`src/rtl/demux_1x2_reg.sv`:
```
// Registered 1-to-2 demultiplexer with valid/ready handshake.
// Each output channel has a one-entry holding register and a drain counter.
module demux_1x2_reg #(
    parameter int unsigned DATA_WIDTH  = 16,
    parameter int unsigned COUNT_WIDTH = 8
) (
    input  logic                   clock_in,
    input  logic                   reset_in,
    input  logic [DATA_WIDTH-1:0]  data_in,
    input  logic                   sel_1x2_in,
    input  logic                   valid_in,
    output logic                   ready_out,
    output logic [DATA_WIDTH-1:0]  out_0,
    output logic                   valid_0_out,
    input  logic                   ready_0_in,
    output logic [DATA_WIDTH-1:0]  out_1,
    output logic                   valid_1_out,
    input  logic                   ready_1_in,
    output logic [COUNT_WIDTH-1:0] count_0_out,
    output logic [COUNT_WIDTH-1:0] count_1_out
);

    typedef enum logic {
        EMPTY = 1'b0,
        FULL  = 1'b1
    } chan_state_e;

    chan_state_e            state_q [2];
    chan_state_e            state_d [2];
    logic [DATA_WIDTH-1:0]  data_q  [2];
    logic [DATA_WIDTH-1:0]  data_d  [2];
    logic [COUNT_WIDTH-1:0] count_q [2];
    logic [COUNT_WIDTH-1:0] count_d [2];

    logic [1:0] sink_ready;
    logic [1:0] space;
    logic [1:0] drain;
    logic [1:0] load;
    logic       accept;

    assign sink_ready = {ready_1_in, ready_0_in};

    // Handshake decode: ready_out looks only at the selected channel, never at valid_in.
    always_comb begin
        drain = '0;
        space = '0;
        for (int unsigned k = 0; k < 2; k++) begin
            drain[k] = (state_q[k] == FULL) & sink_ready[k];
            space[k] = (state_q[k] == EMPTY) | sink_ready[k];
        end
        ready_out = sel_1x2_in ? space[1] : space[0];
        accept    = valid_in & ready_out & ~reset_in;
        load      = {accept & sel_1x2_in, accept & ~sel_1x2_in};
    end

    always_ff @(posedge clock_in) begin
        if (reset_in) begin
            for (int unsigned k = 0; k < 2; k++) begin
                state_q[k] <= EMPTY;
                data_q[k]  <= '0;
                count_q[k] <= '0;
            end
        end else begin
            for (int unsigned k = 0; k < 2; k++) begin
                state_q[k] <= state_d[k];
                data_q[k]  <= data_d[k];
                count_q[k] <= count_d[k];
            end
        end
    end

    // A load wins over a drain on the same channel: back-to-back refill keeps FULL.
    always_comb begin
        for (int unsigned k = 0; k < 2; k++) begin
            state_d[k] = state_q[k];
            data_d[k]  = data_q[k];
            count_d[k] = count_q[k] + {{(COUNT_WIDTH-1){1'b0}}, drain[k]};
            if (load[k]) begin
                state_d[k] = FULL;
                data_d[k]  = data_in;
            end else if (drain[k]) begin
                state_d[k] = EMPTY;
            end
        end
    end

    always_comb begin
        out_0       = data_q[0];
        out_1       = data_q[1];
        valid_0_out = (state_q[0] == FULL);
        valid_1_out = (state_q[1] == FULL);
        count_0_out = count_q[0];
        count_1_out = count_q[1];
    end

endmodule

```
`config.mk`:
```
export PLATFORM = sky130hd
export DESIGN_NAME = demux_1x2_reg
export DESIGN_NICKNAME = d
export VERILOG_FILES = /design/src/rtl/demux_1x2_reg.sv
export SDC_FILE = /design/constraint.sdc
export NUM_CORES = 1
export LEC_CHECK = 0
export ABC_AREA = 1
export CAP_MARGIN = 20
export CORE_AREA = 2 2 65 83
export DETAILED_ROUTE_END_ITERATION = 10
export DIE_AREA = 0 0 67 85
export DONT_BUFFER_PORTS = 1
export GPL_TIMING_DRIVEN = 0
export MAX_ROUTING_LAYER = met4
export PLACE_DENSITY_LB_ADDON = 0.15
export SYNTH_ARGS = -nofsm -noshare
export SYNTH_HDL_FRONTEND = slang
export SYNTH_SLANG_ARGS = --single-unit
```
`constraint.sdc`:
```
create_clock -name clock_in -period 2.91 [get_ports clock_in]
set_input_delay 0.582 -clock clock_in [delete_from_list [all_inputs] [get_ports clock_in]]
set_output_delay 0.582 -clock clock_in [all_outputs]
set_load 0.1 [all_outputs]
```
==> metrics.yaml <==
outcome:
  status: "finished, final reports clean"
logic_synthesis:
  synthDistinctLibCells: 20
  synth_cells: 250
  syn-cell-area_sq_um: 2130
  ys_top_cells_by_area: "dfxtp_1, o21ai_2, nand2_1"
  avgSynthCellArea_sq_um: 8.54
  seq_area_frac_synth_pct: 46.9
  synth.ff_latch_count: 50
  synth_nets: 276
  synth_top_area_share_pct: 46.9
  yosysWarningCount: 0
  yosysTopAreaCell: "dfxtp_1"
layout:
  multi_input_area_sq_um: 981
  design_area_sq_um: 2290
  drive_gt1_share_pct: 28.4
  syn_to_final_growth_pct: 7.33
  seqCellArea_sq_um: 1000
  layout.nets: 283
  fillers: 513
  diodes: 0
pwr:
  p_per_area_nw_per_um2: 616
  combinationalPowerShare_pct: 7.2
  p_leak_nw: 0.902
  p_int_mw: 0.914
  swShare_pct: 35.2
  p_seq_share_pct: 65.8
  ir_worst_vdd_uv: 314
  p_clk_share_pct: 27.0
  p_sw_mw: 0.497
  power_mw: 1.41
placed_design:
  place_ws_ns: 0.351
  portBuffers: 0
  hpwl_um: 3260
  dpl_cell_area_sq_um: 2210
  globalplace.congestion: 0.714
die:
  io_pins: 73
  dieArea_sq_um: 5700
  core-area_sq_um: 4930
  rows: 29
  die_h_um: 85
  fp.dieW_um: 67
  start_util_pct: 43.3
sta:
  fin_tns_setup_ns: 0
  finalWorstSetupSlack_ns: 0.421
  rsz0062_at_grt: "no"
  fin_crit_sh_pct: 85.5
  slew_headroom_pct: 28.3
  final.min_clock_period_ns: 2.49
  slew_viol_final: 0
  finalHoldViolCount: 0
  finalClockSkew_ns: 0.00410
  setup_viol_count_final: 0
  max_freq_mhz: 402
  whs_ns: 0.385
  tightest_slew_ns: 1.07
worst_setup_path:
  cp.arrival_ns: 1.91
  critPathKind: "reg -> out"
  startpoint_type: "register"
  cp-end-kind: "primary output"
  cp_max_fo: 3
  cp_data_required_time_ns: 2.33
clock_network:
  cts_tree: "yes"
  clkSinkCount: 50
  htree_levels: 2
  cts_buffer_depth: 2
  clk_latency_ns: 0.30
  path_clk_slew_ns: 0.09
  cts_buffers: 5
  clock-root-buffer: "clkbuf_8"
run:
  drv_cap: 0
global_routing:
  grt_use_total_pct: 17.2
  grt_pass1_wl_um: 7170
  gr-total-overflow: 0
  grt_max_degree: 14
  grt_antenna_before_repair: 0
  grt_pass1_vias: 1528
worst_hold_path:
  hold_path_class: "in -> reg"
detailed_routing:
  drt-initial-drc-count: 26
  vias_per_cell: 4.90
  drc: 0
  vias: 1563
  finalWirelength_um: 4450
  postRouteAntennaNets: 0
  routedWlPerCell_um: 14.0
  dr.pass1.iters: 4
-- cells in the mapped netlist, drive strengths merged --
library cell	n
ha	4
o21ai	36
nand2	89
a21oi	5
buf	8
xnor2	2
nand3	9
inv	15
dfxtp	50
nor2	27
xor2	2
clkbuf	3
-- final timing paths --
check	from	end	slack, ns	cells after the start
setup / recovery	state_q[0][1]	ready_out	0.42	3
hold / removal	data_in[10]	data_q[0][26]	0.38	2
setup reg to reg	count_q[0][0]	count_q[0][6]	0.76	7
hold reg to reg	state_q[0][0]	state_q[0][0]	0.81	2
-- sequential cells by signal, summed over array words and instances (netlist names) --
name,count
count_q,16
state_q,2
data_q,32
-- layer usage --
layer / vias to the layer above / GRT usage (%) / part of all wire [%]
li1: 805 / - / -
met1: 699 / 17.7 / 40
met2: 52 / 29.2 / 50
met3: 7 / 6.63 / 8.6
met4: 0 / 6.12 / 1.5
met5: - / - / 0
-- kinds of logic (layout without fill, tap and decap cells) --
logic type	count (synthesis)	count (layout)	synth area share, %
simple gates	125	125	27.4
flops	50	50	46.9
compound gates	41	41	14.5
buf+inv	26	33	7.15
fa+ha+maj	4	4	2.34
xor+xnor	4	4	1.64
-- worst max-delay path, cell delays in order, from the launching register on --
cell     delay [ns]
dfxtp_2        0.68
nand2_1        0.19
nand2_2        0.16
nand2_1        0.58
-- through the flow --
| stage | util [%] | std cells |
|---|---|---|
| 2_1_floorplan | - | 250 |
| 3_3_place_gp | 44.8 | 312 |
| 3_5_place_dp | 44.8 | 312 |
| 4_1_cts | 46.4 | 319 |
| 5_1_grt | 46.4 | 319 |
| 6_report | 46.4 | 319 |
-- final cells by class --
class / instances / share of cell area [%]
sequential: 50 / 43.8
tap: 62 / 3.39
inverter: 15 / 2.46
clock buffer: 7 / 3.33
multi-input combinational: 174 / 42.8
buffer: 11 / 4.21
-- cell usage in the layout, fill, tap and decap left out, drive strengths merged --
cell and instances:
nand2 89, dfxtp 50, o21ai 36, nor2 27
inv 15, clkbuf 10, nand3 9, buf 8
a21oi 5, ha 4, xor2 2, xnor2 2
-- power groups by stage --
| stage | combinational (mW) | clock (mW) | sequential, mW |
|---|---|---|---|
| finish | 0.101 | 0.381 | 0.929 |
| global route | 0.112 | 0.425 | 0.933 |
| CTS | 0.103 | 0.399 | 0.929 |
| detailed placement | 0.103 | 0 | 0.944 |
| global placement | 0.101 | 0 | 0.945 |
| floorplan | 0.0863 | 0 | 0.938 |
-- timing repair --
action / in CTS / in global routing
endpoints found under the setup margin: 0 / 1
buffers inserted: 0 / 0
gates resized for setup: 0 / 2
hold buffers: 0 / 0
No activity file was read; power rests on OpenSTA's default activity.
==> RTL change 1, RTL diff (config.mk and constraints unchanged) <==
The parameter `COUNT_WIDTH` goes from 8 to 7.
--- a/src/rtl/demux_1x2_reg.sv
+++ b/src/rtl/demux_1x2_reg.sv
@@ -4,3 +4,3 @@
     parameter int unsigned DATA_WIDTH  = 16,
-    parameter int unsigned COUNT_WIDTH = 8
+    parameter int unsigned COUNT_WIDTH = 7
 ) (
Ports: changed (resized count_0_out and count_1_out); port bits go from 73 to 71. No check against the original RTL was run, so the function may have changed too.
==> RTL change 1 against the original RTL <==
- sequential share of layout area increased by 3.9 points
- total power shrank 1.3%
- setup slack improved by 27 ps
- clock power increased by 8.9%
- critical endpoint unchanged
- synthesized cell count shrank 7.6%
- count of clock-buffer cells in the layout is the same
- cell area fell by 12%
- sequential cell count is 2 lower
- register-to-register slack got worse by 40 ps
- wire length shrank 6.7%
- combinational power fell by 24%
- highest routed layer unchanged
- area after synthesis shrank 14%
==> RTL change 1: results (changes against the original RTL) <==
Outcome
  – Status: finished, final reports clean

GRT
  – All-Layer GR Usage: 16.3% (-0.92 points)
  – Largest net degree at the start of global routing: 15 (+1)
  – Overflow after GRT: 0 (unchanged)
  – First-pass GRT wire length: 6750 microns (-5.9%)

Logic synthesis
  – Distinct cell type count after synthesis: 17 (-15%)
  – Register area share after synthesis: 52.1% (+5.2 points)
  – Largest cells by area after synthesis: dfxtp_1, nand2_1, nand3_1, nor2_1, buf_6
  – Top cells by count, synth: nand2_1, dfxtp_1, nand3_1
  – Syn_nets: 257 (-6.9%)

Cells and area
  – # diodes: 0 (unchanged)
  – Layout cells sized above 1: 10.0% (-18 points)
  – FILL cells: 538 (+4.9%)
  – Top flop regs: data_q: 32 flops, count_q: 14 flops, state_q: 2 flops

Route
  – Routed wl met3: 292 microns (-23%)
  – Post-Route WL: 4150 microns (-6.7%)
  – DR vias: 1419 (-9.2%)
  – First drt pass iteration count: 4 (unchanged)
  – WL met2: 2010 microns (-9.6%)
  – Met1 WL: 1760 microns (-1.0%)

Power and ir drop
  – Leakage: 0.930 nW (+3.1%)
  – Max rail drop VDD: 0.349 mV (+11%)

STA
  – Clock Skews: 8.12 ps (+4.02 ps)
  – Least-Margin Pin Slew: 1080 ps (+4.92 ps)

Place
  – Hpwl dp: 3030 microns (-7.0%)
  – GPL Wtd Cong: 0.730 (+2.1%)

Setup path
  – Arrival @ worst endpoint: 1880 ps (-30 ps)
  – CP max stage delay: 680 ps (about the same)

CTS
  – Clk pin slew, worst setup/hold paths: 90 ps (about the same)
  – Total CTS buffers: 5 (unchanged)
  – CTS root buf: clkbuf_8
## RTL change 1: changes by cell type in the layout (fill, tap and decap cells not counted), moves of 2 or more
cell,delta
buf_8,-2
nand2_1,+20
nand3_1,+30
o21ai_1,-4
inv_4,+2
nor2_8,-2
nor2_1,-8
o21ai_2,-28
dfxtp_1,-2
clkbuf_1,-4
nand3_4,+2
nand2_2,-26
## RTL change 1: final timing paths
check,to,from,slack [ps]
worst max-delay path,ready_out,state_q[0][0],450
worst min-delay path,data_q[0][28],data_in[12],390
worst max register to register,count_q[0][6],count_q[0][0],720
worst min register to register,state_q[0][1],state_q[0][1],860
## RTL change 1: logic make-up (layout without fill, tap and decap cells)
kind of cell | count (synthesis) | count (layout) | share of synthesized area [%]
XOR/XNOR | 3 | 3 | 1.42
AND/OR/NAND/NOR | 141 | 141 | 33.2
AO/OA/AOI/OAI | 10 | 10 | 2.71
buffers and inverters | 25 | 33 | 7.80
flip-flops | 48 | 48 | 52.1
adder cells (fa/ha/maj) | 4 | 4 | 2.71
## RTL change 1: power breakdown
part	internal [mW]	total [mW]	switching (mW)	leakage (nW)
sequential	0.684	0.902	0.218	0.392
combinational	0.0258	0.0767	0.0510	0.494
clock	0.193	0.415	0.221	0.0445
total	0.903	1.39	0.490	0.930
## RTL change 1: area by class of cell
type	instances	area share, %
flip-flops and latches	48	47.7
well taps	62	3.84
inverters	16	3.22
clock buffers	7	4.28
clock inverters	1	0.372
plain buffers	9	3.91
multi-input cells	158	36.6
## RTL change 1: timing repair
action / CTS / global route
hold endpoints to repair: 0 / 0
resized for setup: 0 / 2
setup endpoints to repair: 0 / 1
hold buffers: 0 / 0
## RTL change 1: per-stage QoR
step,setup WS [ps],cell area (sq um),util (%),instances,hold WS (ps)
final,448,2020,40.9,301,385
after global routing,364,2020,40.9,301,372
after global placement,366,1920,38.9,293,694
after CTS,22.3,2020,40.8,301,377
after detailed placement,349,1920,38.9,293,697
after floorplan,487,1840,-,231,692
## RTL change 1: routing by layer
metal / vias up / track usage, %
met3: 8 / 4.91
met5: - / -
li1: 748 / -
met4: 0 / 5.94
met1: 615 / 18.4
met2: 48 / 26.7
==> RTL change 2, RTL diff (same flow settings) <==
Made on the original files. Register the output `count_1_out`, without a reset; this adds one clock of latency there. The other outputs are not delayed to match.
--- a/src/rtl/demux_1x2_reg.sv
+++ b/src/rtl/demux_1x2_reg.sv
@@ -26,2 +26,4 @@
     } chan_state_e;
+
+    logic [COUNT_WIDTH-1:0] count_1_d;
 
@@ -92,3 +94,7 @@
         count_0_out = count_q[0];
-        count_1_out = count_q[1];
+        count_1_d = count_q[1];
+    end
+
+    always_ff @(posedge clock_in) begin
+        count_1_out <= count_1_d;
     end
Function: changed (a bounded check fails within 4 cycles, from zero or initial values).
==> RTL change 2 against the original RTL <==
- sequential power rose by 12%
- wire length up 0.83%
- critical endpoint unchanged
- combinational power is 23% lower
- area after synthesis shrank 1.9%
- largest power group unchanged
- core utilization is 2.7 points higher
- non-clock buffer count stayed put
- setup slack worse by 340 ps
- count of clock-buffer cells in the layout is 5 higher
- highest routed layer unchanged
- cell area grew 5.8%
- total power rose by 45%
- sequential cell count rose by 8
==> RTL change 2: results (changes against the original RTL) <==
Outcome
  – Status: finished, final reports clean

Route
  – ANT nets after route: 0 (unchanged)
  – WL met2: 2190 microns (-1.8%)
  – Routed wl met3: 330 microns (-13%)
  – First drt pass iteration count: 4 (unchanged)
  – Vias/cell: 4.85 (-0.99%)
  – Initial drt markers: 48 (+85%)
  – Met1 WL: 1900 microns (+6.8%)
  – Top routing layer used: met4
  – Routed WL per cell: 13.4 microns (-4.3%)

Logic synthesis
  – Distinct cell type count after synthesis: 18 (-10%)
  – Syn_nets: 284 (+2.9%)
  – Post-synth ARST share: 0% (unchanged)
  – Top cells by count, synth: nand2_1, dfxtp_1, o21ai_1
  – Register area share after synthesis: 55.5% (+8.6 points)
  – Post-Syn Instances: 258 (+3.2%)
  – Ys flop type: dfxtp_1
  – Yosys Warn Count: 0 (unchanged)
  – Largest cells by area after synthesis: dfxtp_1, nand2_1, o21ai_1, nor2_1, inv_1

Setup path
  – CP max stage delay: 990 ps (+310 ps)
  – CP delay by family, top: flip-flops
  – Arrival @ worst endpoint: 2250 ps (+340 ps)
  – Reg2reg setup slack: 700 ps (-60 ps)
  – FF-to-FF path depth: 9 (+2)
  – Worst r2r dst: count_q[0][6]
  – RR Startpoint: state_q[0][0]
  – Worst path slowest cell: dfxtp_1
  – CP max FO: 3 (unchanged)

Place
  – Placed insts: 320 (+2.6%)
  – I/O Buffers: 0 (unchanged)
  – Hpwl dp: 3220 microns (-1.2%)
  – Pre-CTS setup slack: 409 ps (+57.4 ps)
  – Dpl cell area: 2170 sq um (-1.9%)
  – GPL Wtd Cong: 0.661 (-7.5%)

STA
  – Hold slack: 365 ps (-20.1 ps)
  – Clock Skews: 5.77 ps (+1.68 ps)
  – Slew HR: 29.3% (+1.0 points)
  – Post-route setup slack: 80.0 ps (-341 ps)

Cells and area
  – Non-filler cells, final: 336 (+5.3%)
  – Final layout net count: 295 (+4.2%)
  – Top flop regs: data_q: 32 flops, count_q: 16 flops, count_1_out: 8 flops
  – FILL cells: 507 (-1.2%)
  – Layout cells sized above 1: 10.9% (-17 points)

Hold path
  – Hold Crit Class: flip-flop to flip-flop
  – Hold Path End: count_1_out[0]
  – HP Start: count_q[0][8]
  – Hold path cells: 0 (-2)

GRT
  – Met1 Usage GRT: 19.6% (+1.9 points)
  – First-pass GRT wire length: 7500 microns (+4.6%)
  – Met3 usage: 6.90% (+0.27 points)
  – Vias in the first global route: 1673 (+9.5%)
  – Largest net degree at the start of global routing: 11 (-3)
  – All-Layer GR Usage: 18.2% (+1.0 points)
  – Met2 GRT Util: 29.3% (+0.18 points)

CTS
  – Total CTS buffers: 9 (+4)
  – Skew-Pair Late Insertion Delay: 330 ps (+30 ps)
  – Clk pin slew, worst setup/hold paths: 60 ps (-30 ps)
  – H-tree depth: 3 (+1)

Power and ir drop
  – Max rail drop VDD: 0.467 mV (+49%)
  – Leakage: 0.951 nW (+5.4%)
-- RTL change 2: cell type report --
| class | count | area [sq um] | area share [%] |
|---|---|---|---|
| sequential | 58 | 1160 | 47.9 |
| multi-input combinational | 174 | 793 | 32.7 |
| clock buffer | 12 | 155 | 6.40 |
| clock inverter | 4 | 97.6 | 4.03 |
| buffer | 11 | 82.6 | 3.41 |
| tap | 62 | 77.6 | 3.20 |
| inverter | 15 | 56.3 | 2.32 |
-- RTL change 2: where the power goes --
part           leakage [nW]  switching (mW)  total, mW  internal (mW)
Clock                 0.123           0.306      0.922          0.616
Sequential            0.472           0.218       1.04          0.822
Combinational         0.356          0.0515     0.0780         0.0265
Total                 0.951           0.575       2.04           1.46
-- RTL change 2: kinds of logic after synthesis --
group           count (synthesis)  synth area share (%)
simple gates                  125                  24.0
compound gates                 41                  9.80
flops                          58                  55.5
fa+ha+maj                       4                  2.39
xor+xnor                        4                  1.67
buf+inv                        26                  6.63
